[config.mk]
export PLATFORM = sky130hd
export DESIGN_NAME = sparsity_mask_apply
export DESIGN_NICKNAME = d
export VERILOG_FILES = /design/src/rtl/sparsity_mask_apply.sv
export SDC_FILE = /design/constraint.sdc
export NUM_CORES = 2
export LEC_CHECK = 0
export CAP_MARGIN = 20
export CORE_ASPECT_RATIO = 1.4
export CORE_MARGIN = 5
export CORE_UTILIZATION = 56
export CTS_CLUSTER_SIZE = 25
export DETAILED_ROUTE_END_ITERATION = 10
export HOLD_SLACK_MARGIN = 0.1
export PLACE_DENSITY = 0.86
export SLEW_MARGIN = 20
export SYNTH_ARGS = -nofsm -noshare
export SYNTH_HDL_FRONTEND = slang
export SYNTH_SLANG_ARGS = --single-unit
[constraint.sdc]
create_clock -name clk -period 23.4 [get_ports clk]
set_clock_uncertainty 0.15 [all_clocks]
set_input_delay 7.02 -clock clk [delete_from_list [all_inputs] [get_ports clk]]
set_output_delay 7.02 -clock clk [all_outputs]
set_load 0.1 [all_outputs]
[src/rtl/sparsity_mask_apply.sv]
// Applies per-beat sparsity masks to a 16-lane result stream, forwards the masked
// beats and integrates the surviving lanes over a programmed window of beats.

module sparsity_mask_lane (
  input  logic        keep,
  input  logic [15:0] din,
  output logic [15:0] dout
);
  assign dout = keep ? din : 16'h0000;
endmodule

module sparsity_mask_apply #(
  parameter int CYCLE_SAMPLE_NUM = 16,
  parameter int DATA_WIDTH       = 256,
  parameter int MASK_FIFO_DEPTH  = 32,
  parameter int ACC_WIDTH        = 32
) (
  input  logic                        clk,
  input  logic                        rst,
  input  logic                        state_changed,
  input  logic                        integration_start,
  input  logic [15:0]                 integration_length,
  input  logic [CYCLE_SAMPLE_NUM-1:0] sparsity_tdata,
  input  logic                        sparsity_tvalid,
  input  logic [DATA_WIDTH-1:0]       result_tdata,
  input  logic                        result_tvalid,
  output logic [DATA_WIDTH-1:0]       masked_tdata,
  output logic                        masked_tvalid,
  output logic [ACC_WIDTH-1:0]        integrated_tdata,
  output logic                        integrated_tvalid,
  output logic [19:0]                 sparse_count,
  output logic                        mask_overrun,
  output logic                        mask_underrun
);
  localparam int AW = $clog2(MASK_FIFO_DEPTH);
  localparam int ZW = $clog2(CYCLE_SAMPLE_NUM) + 1;

  localparam logic [1:0] ST_IDLE  = 2'd0;
  localparam logic [1:0] ST_ACCUM = 2'd1;
  localparam logic [1:0] ST_FLUSH = 2'd2;

  // ---------------- mask FIFO ----------------
  logic [CYCLE_SAMPLE_NUM-1:0] mem_q [MASK_FIFO_DEPTH];
  logic [AW-1:0] wr_ptr_q, wr_ptr_d, rd_ptr_q, rd_ptr_d;
  logic [AW:0]   fcnt_q, fcnt_d;
  logic          fifo_empty, fifo_full, beat, pop, push;
  logic [CYCLE_SAMPLE_NUM-1:0] cur_mask;

  assign beat       = result_tvalid;
  assign fifo_empty = (fcnt_q == '0);
  assign fifo_full  = (fcnt_q == (AW+1)'(MASK_FIFO_DEPTH));
  assign pop        = beat && !fifo_empty;
  // A same-cycle pop frees the slot, so a push into a full FIFO still lands.
  assign push       = sparsity_tvalid && (!fifo_full || pop);
  assign cur_mask   = fifo_empty ? '1 : mem_q[rd_ptr_q];

  always_comb begin
    wr_ptr_d = wr_ptr_q + AW'(push);
    rd_ptr_d = rd_ptr_q + AW'(pop);
    fcnt_d   = fcnt_q + (AW+1)'(push) - (AW+1)'(pop);
    if (state_changed) begin
      wr_ptr_d = '0;
      rd_ptr_d = '0;
      fcnt_d   = '0;
    end
  end

  always_ff @(posedge clk) begin
    if (push) mem_q[wr_ptr_q] <= sparsity_tdata;
  end

  // ---------------- per-lane masking ----------------
  logic [CYCLE_SAMPLE_NUM-1:0][15:0] res_lanes, msk_lanes;
  assign res_lanes = result_tdata;

  sparsity_mask_lane u_lane [CYCLE_SAMPLE_NUM-1:0] (
    .keep (cur_mask),
    .din  (res_lanes),
    .dout (msk_lanes)
  );

  logic [19:0]   lane_sum;
  logic [ZW-1:0] zcnt;

  always_comb begin
    lane_sum = '0;
    zcnt     = '0;
    for (int i = 0; i < CYCLE_SAMPLE_NUM; i++) begin
      lane_sum = lane_sum + {{4{msk_lanes[i][15]}}, msk_lanes[i]};
      zcnt     = zcnt + ZW'(!cur_mask[i]);
    end
  end

  // ---------------- stage 1 / output regs ----------------
  logic [DATA_WIDTH-1:0] masked_q, masked_d;
  logic                  mvld_q, mvld_d;
  logic [19:0]           s1_sum_q, s1_sum_d;
  logic [ZW-1:0]         s1_zc_q, s1_zc_d;
  logic                  s1_win_q, s1_win_d;
  logic                  ovr_q, ovr_d, udr_q, udr_d;

  logic [1:0]            state_q, state_d;
  logic [15:0]           len_q, len_d, bcnt_q, bcnt_d;
  logic [ACC_WIDTH-1:0]  acc_q, acc_d, acc_next, acc_sat;
  logic [ACC_WIDTH:0]    acc_wide;
  logic [19:0]           scnt_q, scnt_d, scnt_next;
  logic [ACC_WIDTH-1:0]  int_q, int_d;
  logic                  ivld_q, ivld_d;
  logic [19:0]           sc_q, sc_d;

  always_comb begin
    masked_d = beat ? DATA_WIDTH'(msk_lanes) : '0;
    mvld_d   = beat;
    s1_sum_d = lane_sum;
    s1_zc_d  = zcnt;
    // Tag beats that belong to the open window; a flush drops the tag.
    s1_win_d = beat && (state_q == ST_ACCUM) && !state_changed;
    ovr_d    = ovr_q | (sparsity_tvalid && fifo_full && !beat);
    udr_d    = udr_q | (beat && fifo_empty);
  end

  // ---------------- stage 2: saturating accumulate ----------------
  assign acc_wide = {acc_q[ACC_WIDTH-1], acc_q} +
                    {{(ACC_WIDTH-19){s1_sum_q[19]}}, s1_sum_q};

  always_comb begin
    acc_sat = acc_wide[ACC_WIDTH-1:0];
    if (acc_wide[ACC_WIDTH] != acc_wide[ACC_WIDTH-1])
      acc_sat = acc_wide[ACC_WIDTH] ? {1'b1, {(ACC_WIDTH-1){1'b0}}}
                                    : {1'b0, {(ACC_WIDTH-1){1'b1}}};
  end

  assign acc_next  = s1_win_q ? acc_sat : acc_q;
  assign scnt_next = s1_win_q ? scnt_q + 20'(s1_zc_q) : scnt_q;

  // ---------------- window FSM ----------------
  always_comb begin
    state_d = state_q;
    len_d   = len_q;
    bcnt_d  = bcnt_q;
    acc_d   = acc_next;
    scnt_d  = scnt_next;
    int_d   = int_q;
    sc_d    = sc_q;
    ivld_d  = 1'b0;
    case (state_q)
      ST_IDLE: begin
        if (integration_start) begin
          len_d   = (integration_length == 16'd0) ? 16'd1 : integration_length;
          acc_d   = '0;
          scnt_d  = '0;
          bcnt_d  = '0;
          state_d = ST_ACCUM;
        end
      end
      ST_ACCUM: begin
        if (beat) begin
          bcnt_d = bcnt_q + 16'd1;
          if ({1'b0, bcnt_q} + 17'd1 == {1'b0, len_q}) state_d = ST_FLUSH;
        end
      end
      ST_FLUSH: begin
        // Last beat's stage-2 update lands this cycle, so publish the bypassed value.
        int_d   = acc_next;
        sc_d    = scnt_next;
        ivld_d  = 1'b1;
        state_d = ST_IDLE;
      end
      default: state_d = ST_IDLE;
    endcase
    if (state_changed) begin
      state_d = ST_IDLE;
      acc_d   = '0;
      scnt_d  = '0;
      bcnt_d  = '0;
      int_d   = int_q;
      sc_d    = sc_q;
      ivld_d  = 1'b0;
    end
  end

  always_ff @(posedge clk or posedge rst) begin
    if (rst) begin
      wr_ptr_q <= '0;
      rd_ptr_q <= '0;
      fcnt_q   <= '0;
      masked_q <= '0;
      mvld_q   <= 1'b0;
      s1_sum_q <= '0;
      s1_zc_q  <= '0;
      s1_win_q <= 1'b0;
      ovr_q    <= 1'b0;
      udr_q    <= 1'b0;
      state_q  <= ST_IDLE;
      len_q    <= 16'd1;
      bcnt_q   <= '0;
      acc_q    <= '0;
      scnt_q   <= '0;
      int_q    <= '0;
      ivld_q   <= 1'b0;
      sc_q     <= '0;
    end else begin
      wr_ptr_q <= wr_ptr_d;
      rd_ptr_q <= rd_ptr_d;
      fcnt_q   <= fcnt_d;
      masked_q <= masked_d;
      mvld_q   <= mvld_d;
      s1_sum_q <= s1_sum_d;
      s1_zc_q  <= s1_zc_d;
      s1_win_q <= s1_win_d;
      ovr_q    <= ovr_d;
      udr_q    <= udr_d;
      state_q  <= state_d;
      len_q    <= len_d;
      bcnt_q   <= bcnt_d;
      acc_q    <= acc_d;
      scnt_q   <= scnt_d;
      int_q    <= int_d;
      ivld_q   <= ivld_d;
      sc_q     <= sc_d;
    end
  end

  assign masked_tdata      = masked_q;
  assign masked_tvalid     = mvld_q;
  assign integrated_tdata  = int_q;
  assign integrated_tvalid = ivld_q;
  assign sparse_count      = sc_q;
  assign mask_overrun      = ovr_q;
  assign mask_underrun     = udr_q;

endmodule

==> impl_metrics.toml <==
[clocking]
cts_buffer_depth = 3
cts_tree = "built"
clk_latency_ns = 0.68
ctsHoldBuffers = 0
cts.sinks = 952
root_buffer = "clkbuf_16"
cts_inserted_buffers = 87
htreeDepth = 3
cts_setup_buffers = 0
clkTransAtPathRegs_ns = 0.07
post_cts_resized = 0

[sta]
fin_crit_sh_pct = 55.2
fin_crit_ns = 12.91
rsz0062_at_grt = "false"
clock.fmax_mhz = 77.5
fin_tns_setup_ns = 0
maxSlewHeadroom_pct = 25.5
setup_viol = 0
final_max_slew_viol_count = 0
finalHoldViolCount = 0
final.setup.worst_slack_ns = 10.49
worst_pin_slew_ns = 1.11

[logic_synthesis]
ys_seq_area_share_pct = 57.7
syn_inst = 3253
synth_warnings = 0
yosys-top-cells-area = "edfxtp_1, dfrtp_1, fa_1, mux4_2, and3_1"
yosysUniqueCellTypes = 79
yosysTopAreaCell = "edfxtp_1"
async_flop_share_pct = 46.2
syn_avg_cell_area_sq_um = 14.1
synthesis.nets = 3873
synth_edf_count = 512
synth_area_sq_mm = 0.0457
synthFlopType = "edfxtp_1"
synth-seq-cells = 952
synth_top_cell_area_share_pct = 33.6

[global_route]
antenna_found_initial = 9
gr-total-overflow = 0
grt_max_degree = 118
grt_pass1_wl_um = 213000
grt.total_usage_pct = 33.5
grt_pass1_vias = 31452

[floorplan]
coreArea_sq_mm = 0.0813
die_x_um = 252
initial_core_util_pct = 56.3
dieArea_sq_mm = 0.0876
ios = 606
core.rowCount = 124
die_y_um = 348

[placed_design]
placed_area_sq_mm = 0.0530
dp_hpwl_um = 106000
gp_congestion = 0.951
io_buffers = 605
pre_cts_ws_ns = 9.91

[layout]
layout_common_cells = "clkdlybuf4s50_1, edfxtp_1, dfrtp_1, and3_1"
drive_above_1_share_pct = 11.5
final_common_cell = "clkdlybuf4s50_1"
areaGrowthSynthToFinish_pct = 22.3
nets = 4467
final_cell_area_sq_mm = 0.0559
utilization_pct = 68.8

[routing]
drt-total-wl_um = 147000
wl_per_cell_um = 29.5
ant_nets = 0
vias = 30307
avgViaCountPerCell = 6.07
dr.pass1.iters = 6
drtIter0Drc = 3366
remaining_drc_errors = 0

[job]
max-cap-violations = 0

[critical_path]
cp.arrival_ns = 13.29
critPathKind = "primary input to register"
worstSetupStartpointType = "primary input"
critPathCaptureType = "register"
required_ns = 23.78
critPathMaxFanout = 4

[hold_path]
worstHoldPathType = "register to register"

[outcome]
status = "completed"
==> cells by family after synthesis <==
kind of cell,Yosys count,synth area share (%)
mux,198,8.75
compound gates,304,4.15
simple gates,968,11.2
buf+inv,414,3.56
xor+xnor,91,1.74
fa+ha+maj,326,12.9
flops,952,57.7
==> path summary, 6_finish.rpt <==
path / startpoint / to / slack (ns) / cells past startpoint
setup / recovery: result_tdata[81] / s1_sum_q[18] / 10.49 / 24
hold / removal: integrated_tdata[19] / integrated_tdata[19] / 0.32 / 2
setup reg to reg: rd_ptr_q[0] / s1_sum_q[18] / 12.87 / 29
hold reg to reg: integrated_tdata[19] / integrated_tdata[19] / 0.32 / 2
max in group asynchronous: rst / masked_tdata[161] / 14.00 / 4
min in group asynchronous: rst / sparse_count[10] / 6.73 / 2
==> metrics by stage <==
step	hold WS [ns]	std cells
floorplan	0.332	3253
global placement	0.309	4828
detailed placement	0.317	4828
CTS	0.333	4989
global route	0.363	4994
finish	0.325	4994
==> area by class of cell <==
type / count / area (sq um)
Clock inverter: 40 / 452
Sequential cell: 952 / 26400
Fill cell: 5389 / 25400
Multi-Input combinational cell: 1887 / 17800
Antenna cell: 4 / 10.0
Clock buffer: 121 / 2430
Timing Repair Buffer: 672 / 6550
Inverter: 247 / 935
Tap cell: 1071 / 1340
==> registers in the layout, summed over array words and instances (netlist names), 2 cells and up <==
register and flops:
masked_tdata 256, state_q 2, integrated_tdata 32, bcnt_q 16
mem_q 512, fcnt_q 6, sparse_count 20, s1_zc_q 5
acc_q 32, len_q 16, s1_sum_q 20, scnt_q 20
wr_ptr_q 5, rd_ptr_q 5
==> critical path, stage by stage <==
cell and delay [ns]:
clkdlybuf4s50_1 0.41, and2_1 0.16, fa_1 0.74, inv_1 0.11, fa_1 0.67, fa_1 0.47
fa_1 0.49, inv_1 0.05, fa_1 0.37, inv_1 0.09, fa_1 0.41, inv_1 0.06
ha_1 0.17, inv_1 0.06, fa_1 0.45, nor2b_1 0.13, o21a_1 0.14, o21ai_0 0.11
a21oi_1 0.22, o21a_1 0.15, o21ai_0 0.11, a21oi_1 0.39, mux2i_1 0.24, nand2_1 0.07
==> synthesized netlist by cell type (3+ instances only) <==
master	number
edfxtp_1	512
dfrtp_1	439
and3_1	267
inv_1	246
fa_1	245
nand2_1	206
nor2_1	175
mux4_2	160
and2_1	145
clkbuf_1	117
a21oi_1	94
ha_1	81
o21ai_0	78
xnor2_1	56
nand3_1	52
xor2_1	35
buf_2	34
nor2b_1	33
mux2i_1	23
nor3_1	23
a21o_1	20
a31oi_1	16
mux2_2	15
nand2b_1	15
o21a_1	13
o21bai_1	11
o31ai_1	11
nand4_1	10
a211oi_1	9
buf_1	9
o211ai_1	8
o22ai_1	8
nand3b_1	6
or3_1	6
nor3b_1	5
nor4_1	5
buf_4	4
a211o_1	3
a31o_2	3
o21ai_1	3
==> layer usage <==
| metal | track usage, % | wire [um] |
|---|---|---|
| met1 | 41.2 | 49600 |
| met2 | 56.4 | 73800 |
| met3 | 6.51 | 13700 |
| met4 | 18.3 | 9980 |
| met5 | 0 | 28 |
Power is left out: the tool's default activity adds up to more than one toggle a clock period on the data nets, which glitch-free logic cannot reach.
